**config.mk**
```make
export PLATFORM = sky130hd
export DESIGN_NAME = alu_exec_unit
export DESIGN_NICKNAME = d
export VERILOG_FILES = /design/src/rtl/alu_pkg.sv /design/src/rtl/alu_iter_shifter.sv /design/src/rtl/alu_exec_unit.sv
export SDC_FILE = /design/constraint.sdc
export NUM_CORES = 1
export LEC_CHECK = 0
export ABC_AREA = 1
export BUFFER_PORTS_ARGS = -buffer_cell sky130_fd_sc_hd__buf_2
export CORE_ASPECT_RATIO = 2
export CORE_UTILIZATION = 30
export DETAILED_ROUTE_END_ITERATION = 10
export GPL_TIMING_DRIVEN = 0
export PLACE_DENSITY = 0.48
export SLEW_MARGIN = 10
export SYNTH_ARGS = -nofsm -noshare
export SYNTH_HDL_FRONTEND = slang
export SYNTH_SLANG_ARGS = --single-unit
```
**constraint.sdc**
```tcl
create_clock -name clk -period 2.6 [get_ports clk]
set_input_delay 0.52 -clock clk [delete_from_list [all_inputs] [get_ports clk]]
set_output_delay 0.52 -clock clk [all_outputs]
set_load 0.05 [all_outputs]
```
**src/rtl/alu_pkg.sv**
```systemverilog
// Shared ALU definitions: ALUControl codes, execute-FSM state encoding, op classification.
// Latency: n/a (declarations only).
// Backpressure: n/a.
package alu_pkg;

    localparam logic [3:0] ALU_ADD   = 4'b0000;
    localparam logic [3:0] ALU_SUB   = 4'b0001;
    localparam logic [3:0] ALU_AND   = 4'b0010;
    localparam logic [3:0] ALU_OR    = 4'b0011;
    localparam logic [3:0] ALU_XOR   = 4'b0100;
    localparam logic [3:0] ALU_SLT   = 4'b0101;
    localparam logic [3:0] ALU_SLTU  = 4'b0110;
    localparam logic [3:0] ALU_AUIPC = 4'b1000;
    localparam logic [3:0] ALU_LUI   = 4'b1001;
    localparam logic [3:0] ALU_SLL   = 4'b1010;
    localparam logic [3:0] ALU_SRA   = 4'b1011;
    localparam logic [3:0] ALU_SRL   = 4'b1100;

    typedef enum logic [1:0] {
        ST_IDLE  = 2'd0,
        ST_SHIFT = 2'd1,
        ST_DONE  = 2'd2
    } state_t;

    function automatic logic is_shift(input logic [3:0] code);
        return (code == ALU_SLL) || (code == ALU_SRA) || (code == ALU_SRL);
    endfunction

    function automatic logic is_legal(input logic [3:0] code);
        return (code != 4'b0111) && (code < 4'b1101);
    endfunction

endpackage

```
**src/rtl/alu_iter_shifter.sv**
```systemverilog
// Iterative shifter: one bit position per step, direction/fill latched at load.
// Latency: N steps for shamt N; done is high during the step that applies the final shift.
// Backpressure: none; the caller only asserts step while it wants progress.
module alu_iter_shifter
    import alu_pkg::*;
#(
    parameter int WIDTH   = 32,
    parameter int SHAMT_W = $clog2(WIDTH)
) (
    input  logic               clk,
    input  logic               reset_n,
    input  logic               load,
    input  logic               step,
    input  logic [3:0]         load_op,
    input  logic [WIDTH-1:0]   load_val,
    input  logic [SHAMT_W-1:0] load_cnt,
    output logic [WIDTH-1:0]   acc,
    output logic [WIDTH-1:0]   step_val,
    output logic               done
);

    logic [SHAMT_W-1:0] cnt_q;
    logic               left_q;
    logic               arith_q;

    always_comb begin
        if (left_q) begin
            step_val = {acc[WIDTH-2:0], 1'b0};
        end else begin
            step_val = {(arith_q & acc[WIDTH-1]), acc[WIDTH-1:1]};
        end
    end

    assign done = (cnt_q == SHAMT_W'(1));

    always_ff @(posedge clk) begin
        if (!reset_n) begin
            acc     <= '0;
            cnt_q   <= '0;
            left_q  <= 1'b0;
            arith_q <= 1'b0;
        end else if (load) begin
            acc     <= load_val;
            cnt_q   <= load_cnt;
            left_q  <= (load_op == ALU_SLL);
            arith_q <= (load_op == ALU_SRA);
        end else if (step) begin
            acc   <= step_val;
            cnt_q <= cnt_q - SHAMT_W'(1);
        end
    end

endmodule

```
**src/rtl/alu_exec_unit.sv**
```systemverilog
// EX-stage integer ALU: single-cycle ops plus bit-serial shifts behind a valid/ready handshake.
// Latency: 1 cycle for non-shift/illegal/shamt 0, N+1 for a shift by N (counting the accept edge).
// Backpressure: result held in DONE until out_ready; in_ready only in IDLE (max 1 op / 2 cycles).
module alu_exec_unit
    import alu_pkg::*;
#(
    parameter int WIDTH   = 32,
    parameter int SHAMT_W = $clog2(WIDTH)
) (
    input  logic             clk,
    input  logic             reset_n,
    input  logic             in_valid,
    output logic             in_ready,
    input  logic [3:0]       ALUControl,
    input  logic [WIDTH-1:0] SrcA,
    input  logic [WIDTH-1:0] SrcB,
    output logic             out_valid,
    input  logic             out_ready,
    output logic [WIDTH-1:0] ALUResult,
    output logic             Zero,
    output logic             illegal
);

    state_t             state_q;
    state_t             state_d;
    logic [WIDTH-1:0]   alu_res;
    logic [WIDTH-1:0]   shf_acc;
    logic [WIDTH-1:0]   shf_step_val;
    logic               shf_done;
    logic               shf_load;
    logic               shf_step;
    logic               accept;
    logic [SHAMT_W-1:0] shamt;

    assign shamt     = SrcB[SHAMT_W-1:0];
    assign in_ready  = (state_q == ST_IDLE);
    assign out_valid = (state_q == ST_DONE);
    assign accept    = in_ready && in_valid;

    // Shift codes with shamt 0 fall through here as a plain pass of SrcA.
    always_comb begin
        alu_res = '0;
        case (ALUControl)
            ALU_ADD:   alu_res = SrcA + SrcB;
            ALU_SUB:   alu_res = SrcA - SrcB;
            ALU_AND:   alu_res = SrcA & SrcB;
            ALU_OR:    alu_res = SrcA | SrcB;
            ALU_XOR:   alu_res = SrcA ^ SrcB;
            ALU_SLT:   alu_res = {{(WIDTH-1){1'b0}}, ($signed(SrcA) < $signed(SrcB))};
            ALU_SLTU:  alu_res = {{(WIDTH-1){1'b0}}, (SrcA < SrcB)};
            ALU_AUIPC: alu_res = SrcA + SrcB;
            ALU_LUI:   alu_res = SrcB;
            ALU_SLL, ALU_SRA, ALU_SRL: alu_res = SrcA;
            default:   alu_res = '0;
        endcase
    end

    always_comb begin
        state_d  = state_q;
        shf_load = 1'b0;
        shf_step = 1'b0;
        case (state_q)
            ST_IDLE: begin
                if (in_valid) begin
                    if (is_shift(ALUControl)) begin
                        shf_load = 1'b1;
                        state_d  = (shamt != '0) ? ST_SHIFT : ST_DONE;
                    end else begin
                        state_d = ST_DONE;
                    end
                end
            end
            ST_SHIFT: begin
                shf_step = 1'b1;
                if (shf_done) begin
                    state_d = ST_DONE;
                end
            end
            ST_DONE: begin
                if (out_ready) begin
                    state_d = ST_IDLE;
                end
            end
            default: state_d = ST_IDLE;
        endcase
    end

    always_ff @(posedge clk) begin
        if (!reset_n) begin
            state_q   <= ST_IDLE;
            ALUResult <= '0;
            Zero      <= 1'b1;
            illegal   <= 1'b0;
        end else begin
            state_q <= state_d;
            if (accept) begin
                ALUResult <= alu_res;
                Zero      <= (alu_res == '0);
                illegal   <= !is_legal(ALUControl);
            end else if ((state_q == ST_SHIFT) && shf_done) begin
                ALUResult <= shf_step_val;
                Zero      <= (shf_step_val == '0);
            end
        end
    end

    alu_iter_shifter #(
        .WIDTH   (WIDTH),
        .SHAMT_W (SHAMT_W)
    ) u_shifter (
        .clk      (clk),
        .reset_n  (reset_n),
        .load     (shf_load),
        .step     (shf_step),
        .load_op  (ALUControl),
        .load_val (SrcA),
        .load_cnt (shamt),
        .acc      (shf_acc),
        .step_val (shf_step_val),
        .done     (shf_done)
    );

    // The final value is captured from step_val, so the accumulator itself is not observed here.
    logic unused_acc;
    assign unused_acc = ^shf_acc;

endmodule

```
==> results of run 1 <==
worst max-delay path, delay by kind of cell:
family | cells | cell delay, ns
and+or+nand+nor | 10 | 1.20
buffers and inverters | 2 | 0.61
AOI/OAI and AO/OA | 2 | 0.62
registers in the layout, summed over array words and instances, names as in the netlist:
signal	count
ALUResult	32
u_shifter.acc	32
u_shifter.cnt_q	5
state_q	2
Zero	1
illegal	1
u_shifter.arith_q	1
u_shifter.left_q	1
timing repair:
item / in CTS / in global routing
setup endpoints to repair: 18 / 10
setup buffers: 42 / 38
cloned: 3 / 2
endpoints found under the hold margin: 0 / 0
pin swaps: 70 / 101
hold buffers: 0 / 0
resized for setup: 406 / 204
worst paths after layout:
kind                                                  end  slack, ns  cells past startpoint
worst min-delay path                    Zero$_SDFFE_PN1P_       0.45                      4
worst min register to register  ALUResult[2]$_SDFFE_PN0P_       0.47                      2
worst max-delay path                    Zero$_SDFFE_PN1P_      -0.07                     14
worst max register to register          Zero$_SDFFE_PN1P_      -0.04                     10
final cells by class:
type	instances	area share, %
Buffer	74	3.54
Clock buffer	10	1.60
Clock inverter	6	0.476
Inverter	376	9.79
Multi-Input combinational cell	1477	62.4
Sequential cell	75	10.0
Tap cell	450	3.76
Timing Repair Buffer	192	8.43
per-stage QoR:
stage | power [mW] | setup TNS (ns) | util, % | cell area, um^2
floorplan | 3.34 | 0 | - | 10800
global placement | 4.45 | -15.80 | 33.4 | 11900
detailed placement | 4.46 | -15.15 | 33.4 | 11900
CTS | 6.29 | -0.0172 | 39.3 | 14000
global route | 6.94 | -0.328 | 42.0 | 15000
finish | 6.59 | -0.0808 | 42.0 | 15000
routing by layer:
metal / GRT usage (%) / routed length [um] / share of wire [%] / vias to the layer above
met5: 0 / 0 / 0 / -
met4: 32.1 / 7090 / 12 / 0
met3: 2.59 / 2280 / 3.8 / 265
met2: 60.0 / 31100 / 52 / 513
met1: 31.0 / 19600 / 33 / 6633
li1: - / - / - / 6751
layout by cell type (no fill, tap or decap), types with 5 or more instances in the layout:
cell type   synthesis  final
nand2_1           675    530
inv_1             370    315
nor2_1            195    114
nand2_2             3    105
buf_2              38    104
nand3_1           152    102
buf_4               6    101
ha_1               98     82
dfxtp_1            75     75
o22ai_1            57     57
nor2_4              1     50
inv_2               4     43
o21ai_0            47     41
nand2_4             1     41
a21oi_1            59     41
a31oi_1            40     40
nand3_2             2     38
nor2_2              5     37
nand4_1            32     32
clkbuf_1           26     23
buf_6               3     19
a21oi_2             0     16
ha_4                0     16
a211oi_1           15     15
nand3_4             0     14
a221oi_1           13     11
nor3_1             16     11
o221ai_1           11     11
clkinvlp_4          0      9
clkbuf_16           0      9
inv_4               0      8
clkbuf_4            0      7
buf_8               0      7
o21ai_1             0      6
and2_1              8      6
or2_2               5      5
o21a_1              5      5
power groups by stage:
stage          Sequential (mW)  Clock [mW]  Combinational, mW
2_1_floorplan             1.62           0               1.73
3_3_place_gp              1.42           0               3.03
3_5_place_dp              1.42           0               3.03
4_1_cts                   1.40        1.36               3.53
5_1_grt                   1.42        1.40               4.12
6_report                  1.40        1.34               3.85
logic make-up after synthesis:
family                     Yosys count
adders and majority gates          100
buffers and inverters              450
and+or+nand+nor                   1106
xor gates and xnor gates             5
DFF                                 75
AOI/OAI and AO/OA                  261
muxes                                5
==> flow_summary.json, run 1 <==
{
  "synth_top_area_share_pct": 23.4,
  "hp-class": "in2reg",
  "worst_slew_pin_slew_ns": 0.992,
  "rsz0062_at_grt": "true",
  "synth_cell_types": 46,
  "synthTopCellsByArea": "nand2_1 (23%), dfxtp_1 (14%), inv_1 (13%)",
  "floorplan.die_area_um2": 36900,
  "io_pins": 108,
  "drt_iter0_drc": 761,
  "register_area_um2": 1500,
  "hold_start": "reset_n",
  "cts_tree": "done",
  "setup_ws_ns": -0.0744,
  "syn2layout_area_growth_pct": 38.3,
  "coreArea_um2": 35700,
  "rows": 98,
  "dpl.cell_count": 2559,
  "numPortBuffers": 107,
  "setup_viol": 2,
  "start_util_pct": 30.3,
  "syn_area_um2": 10800,
  "post-synth-top-area-cell": "nand2_1",
  "drt_wl_total_um": 60100,
  "path_cells": "buf_2 > nor2_1 > nand3_2 > buf_2 > o211ai_1 > a211oi_1 > nand3_4 > nor2_4 > nand3_2 > nor2_4 > nand4_1 > nand2_1 > nand2_1 > nand2_1",
  "cts_sinks": 75,
  "fillers": 4041,
  "maxCapViolations": 0,
  "root_buffer": "clkbuf_16",
  "r2r-start": "u_shifter.left_q$_SDFFE_PN0P_",
  "multi_input_area_um2": 9340,
  "path_common_cell": "nand2_1",
  "finalMaxSlewViolations": 0,
  "synth_mux_area_share_pct": 0.462,
  "clockBufferDepth": 2,
  "status": "finished with violations",
  "grt_use_total_pct": 32.8,
  "place_ws_ns": -1.19,
  "cts_inserted_buffers": 9,
  "max_clock_freq_ghz": 0.374,
  "synthTopCellsByCount": "nand2_1 (675), inv_1 (370), nor2_1 (195), nand3_1 (152), ha_1 (98)",
  "swShare_pct": 50.4,
  "synth_ff_type": "dfxtp_1",
  "required_ns": 2.90,
  "p_int_mw": 3.27,
  "violations": "setup timing",
  "finClkSkew_ns": 0.00759,
  "cp-startpoint": "ALUControl[2]",
  "vias": 14200,
  "crit_arrival_ns": 2.97,
  "drtAntennaViolNets": 0,
  "syn_nets": 2174,
  "peakVddDrop_v": 0.000452,
  "synth_edf_count": 0,
  "powerDensity_nw_per_um2": 440,
  "yosysWarnings": 0,
  "path_clk_slew_ns": 0.06,
  "critPathSlowestCell": "a211oi_1",
  "die_x_um": 136,
  "fin_crit_ns": 2.67,
  "fin_nets": 2377,
  "synthSimpleGateAreaFrac_pct": 42.2,
  "combPwrFrac_pct": 58.4,
  "report.final.hold_viol_count": 0,
  "htree_num_levels": 3,
  "die_h_um": 271,
  "avgViaCountPerCell": 5.32,
  "synth_top_family_by_area": "simple AND/OR/NAND/NOR gates",
  "drc": 0,
  "pwr-share-clk_pct": 20.3,
  "first_pass_iters": 5,
  "antennaDiodeCount": 0,
  "antenna_found_initial": 0,
  "syn_inst": 2002,
  "critPathMaxFanout": 10,
  "synthArstFlopShare_pct": 0,
  "synth_compound_area_share_pct": 14.9,
  "critPathCaptureType": "register",
  "post-dp-hpwl_um": 49600,
  "synthXorXnorAreaFrac_pct": 0.405,
  "grt_pass1_wl_um": 87100,
  "ys_ff_latch": 75,
  "gr-total-overflow": 0,
  "drt-wirelength-per-cell_um": 22.6,
  "maxSlewHeadroom_pct": 33.9,
  "gp_congestion": 1.01,
  "drive_gt1_share_pct": 30.1,
  "post-synth-top-count-cell": "nand2_1",
  "worst_skew_pair.late_latency_ns": 0.35,
  "fin_crit_sh_pct": 103,
  "finalNonFillerCells": 2660,
  "p_switching_mw": 3.32,
  "leakagePower_nw": 7.48,
  "path_class": "in2reg",
  "syn-mean-instance-area_um2": 5.41,
  "critPathLaunchType": "input port",
  "grt_max_degree": 15,
  "seq_power_share_pct": 21.3,
  "critical-path-max-stage-delay_ns": 0.49,
  "ys_seq_area_share_pct": 13.9,
  "grt_pass1_vias": 14200,
  "holdWs_ns": 0.447,
  "synth-adder-area-share_pct": 11.7
}
Note: power is estimated with default switching activity, not from simulation.
==> inputs of run 2 (changes only) <==
--- a/config.mk
+++ b/config.mk
@@ -8,10 +8,10 @@
 export ABC_AREA = 1
 export BUFFER_PORTS_ARGS = -buffer_cell sky130_fd_sc_hd__buf_2
 export CORE_ASPECT_RATIO = 2
-export CORE_UTILIZATION = 30
+export CORE_UTILIZATION = 35
 export DETAILED_ROUTE_END_ITERATION = 10
 export GPL_TIMING_DRIVEN = 0
-export PLACE_DENSITY = 0.48
+export PLACE_DENSITY = 0.54
 export SLEW_MARGIN = 10
 export SYNTH_ARGS = -nofsm -noshare
 export SYNTH_HDL_FRONTEND = slang
==> run 2 against run 1 <==
  * The flow still finishes with violations (setup timing)
  * Wire length decreased by 4.2%
  * Total power rose by 0.11%
  * Via count is 1.5% higher
  * Clock skew is essentially flat
  * Cell count decreased by 3.5%
  * First-iteration DRC count is 27% higher
  * Critical path type unchanged
  * Largest power group unchanged
==> flow_summary.json, run 2 (synthesis results as in run 1) <==
{
  "rsz0062_at_grt": "true",
  "critPathMaxFanout": 5,
  "antennaDiodeCount": 0,
  "setup_viol": 1,
  "worst_skew_pair.late_latency_ns": 0.36,
  "reg2reg_to": "Zero$_SDFFE_PN1P_",
  "mostFrequentLayoutCell": "nand2_1",
  "r2r-start": "u_shifter.left_q$_SDFFE_PN0P_",
  "fillers": 3242,
  "root_buffer": "clkbuf_16",
  "cts_hold_buf": 0,
  "final_cell_mix": "nand2_1 (521), inv_1 (300), nand2_2 (116)",
  "syn2layout_area_growth_pct": 39.0,
  "place_ws_ns": -1.04,
  "maxCapViolations": 0,
  "drive_gt1_share_pct": 32.0,
  "post-dp-hpwl_um": 45800,
  "finalMaxSlewViolations": 0,
  "gr-total-overflow": 0,
  "fin_crit_sh_pct": 102,
  "gp_congestion": 1.04,
  "r2r_cells": 11,
  "floorplan.die_area_um2": 31700,
  "holdWs_ns": 0.450,
  "drtAntennaViolNets": 0,
  "grt_pass1_vias": 14300,
  "drt_iter0_drc": 965,
  "r2r_slack_ns": 0.05,
  "finClkSkew_ns": 0.00781,
  "io_pins": 108,
  "critPathLaunchType": "input port",
  "setup_ws_ns": -0.0483,
  "reg.largest.list": "ALUResult x32, u_shifter.acc x32, u_shifter.cnt_q x5",
  "grt_use_total_pct": 35.6,
  "htree_num_levels": 3,
  "multi_input_area_um2": 9520,
  "cts_inserted_buffers": 9,
  "rows": 90,
  "path_clk_slew_ns": 0.06,
  "antenna_found_initial": 0,
  "coreArea_um2": 30300,
  "first_pass_iters": 5,
  "cp-endpoint": "Zero$_SDFFE_PN1P_",
  "crit_arrival_ns": 2.95,
  "leakagePower_nw": 7.45,
  "drt_wl_total_um": 57600,
  "cp-startpoint": "SrcB[2]",
  "final.setup.tns_ns": -0.0483,
  "dpl_cell_area_um2": 11800,
  "numPortBuffers": 107,
  "violations": "setup timing",
  "avgViaCountPerCell": 5.60,
  "grt_pass1_wl_um": 82500,
  "fin_nets": 2365,
  "start_util_pct": 35.7,
  "max_clock_freq_ghz": 0.378,
  "report.final.hold_viol_count": 0,
  "drc": 0,
  "powerDensity_nw_per_um2": 439,
  "maxSlewHeadroom_pct": 40.6,
  "vias": 14400,
  "drt-wirelength-per-cell_um": 22.4,
  "hp-class": "in2reg",
  "clockBufferDepth": 2,
  "die_h_um": 251,
  "fin_crit_ns": 2.65,
  "status": "finished with violations",
  "critPathCaptureType": "register",
  "cts_tree": "done",
  "register_area_um2": 1500,
  "die_x_um": 126,
  "path_class": "in2reg",
  "grt_max_degree": 15,
  "final_area_um2": 15000,
  "worst_slew_pin_slew_ns": 0.890,
  "cts_sinks": 75,
  "peakVddDrop_v": 0.000341,
  "required_ns": 2.90
}
run 2: cell count changes in the layout (fill, tap and decap cells not counted), sizes merged:
| cell | change |
|---|---|
| clkbuf | +5 |
| clkinv | -1 |
| clkinvlp | +1 |
| inv | +1 |
| buf | -18 |
run 2: repair_timing:
item | CTS | global route
setup buffers | 18 | 48
cloned | 3 | 4
endpoints found under the hold margin | 0 | 0
gates resized for setup | 296 | 397
pin swaps | 32 | 120
endpoints found under the setup margin | 16 | 9
run 2: how the worst min path moves through the flow:
| stage | start | to | slack (ns) | cells after the start |
|---|---|---|---|---|
| 5_1_grt | reset_n | Zero$_SDFFE_PN1P_ | 0.47 | 4 |
| 3_3_place_gp | ALUResult[2]$_SDFFE_PN0P_ | ALUResult[2]$_SDFFE_PN0P_ | 0.46 | 2 |
| 4_1_cts | reset_n | Zero$_SDFFE_PN1P_ | 0.45 | 4 |
| 6_report | reset_n | Zero$_SDFFE_PN1P_ | 0.45 | 4 |
| 2_1_floorplan | u_shifter.acc[3]$_SDFFE_PN0P_ | u_shifter.acc[3]$_SDFFE_PN0P_ | 0.45 | 2 |
| 3_5_place_dp | ALUResult[2]$_SDFFE_PN0P_ | ALUResult[2]$_SDFFE_PN0P_ | 0.46 | 2 |
run 2: layout make-up:
class / count / area share, %
Multi-Input combinational cell: 1477 / 63.3
Sequential cell: 75 / 9.98
Inverter: 376 / 9.77
Timing Repair Buffer: 180 / 8.15
Buffer: 74 / 3.73
Tap cell: 368 / 3.06
Clock buffer: 9 / 1.50
Clock inverter: 7 / 0.516
run 2: through the flow:
step | power, mW | instances | util [%]
floorplan | 3.34 | 2002 | -
global placement | 4.37 | 2477 | 39.0
detailed placement | 4.39 | 2477 | 39.0
CTS | 6.03 | 2514 | 43.9
global route | 6.90 | 2566 | 49.7
finish | 6.60 | 2566 | 49.7
run 2: where the power goes:
part,switching (mW),internal [mW],total (mW)
Clock,0.559,0.748,1.31
Sequential,0.109,1.29,1.40
Combinational,2.67,1.22,3.89
run 2: critical path, stage by stage:
cell	delay, ns
clkbuf_4	0.15
inv_4	0.05
ha_4	0.27
buf_6	0.13
nand2_2	0.09
nand3_4	0.12
nand2_1	0.08
nand2_2	0.13
nand2_2	0.09
nand2_4	0.14
buf_4	0.13
nand2_1	0.04
nand3_1	0.08
nand3_2	0.13
nor2_2	0.17
nand3_2	0.11
nor2_4	0.14
nand4_1	0.12
nand2_1	0.09
nand2_1	0.07
nand2_1	0.07
run 2: routing by layer:
| metal | part of all wire (%) | track usage, % | vias up |
|---|---|---|---|
| li1 | - | - | 6731 |
| met1 | 33 | 33.0 | 6618 |
| met2 | 50 | 63.3 | 711 |
| met3 | 5.4 | 4.63 | 313 |
| met4 | 12 | 39.7 | 0 |
| met5 | 0 | 0 | - |
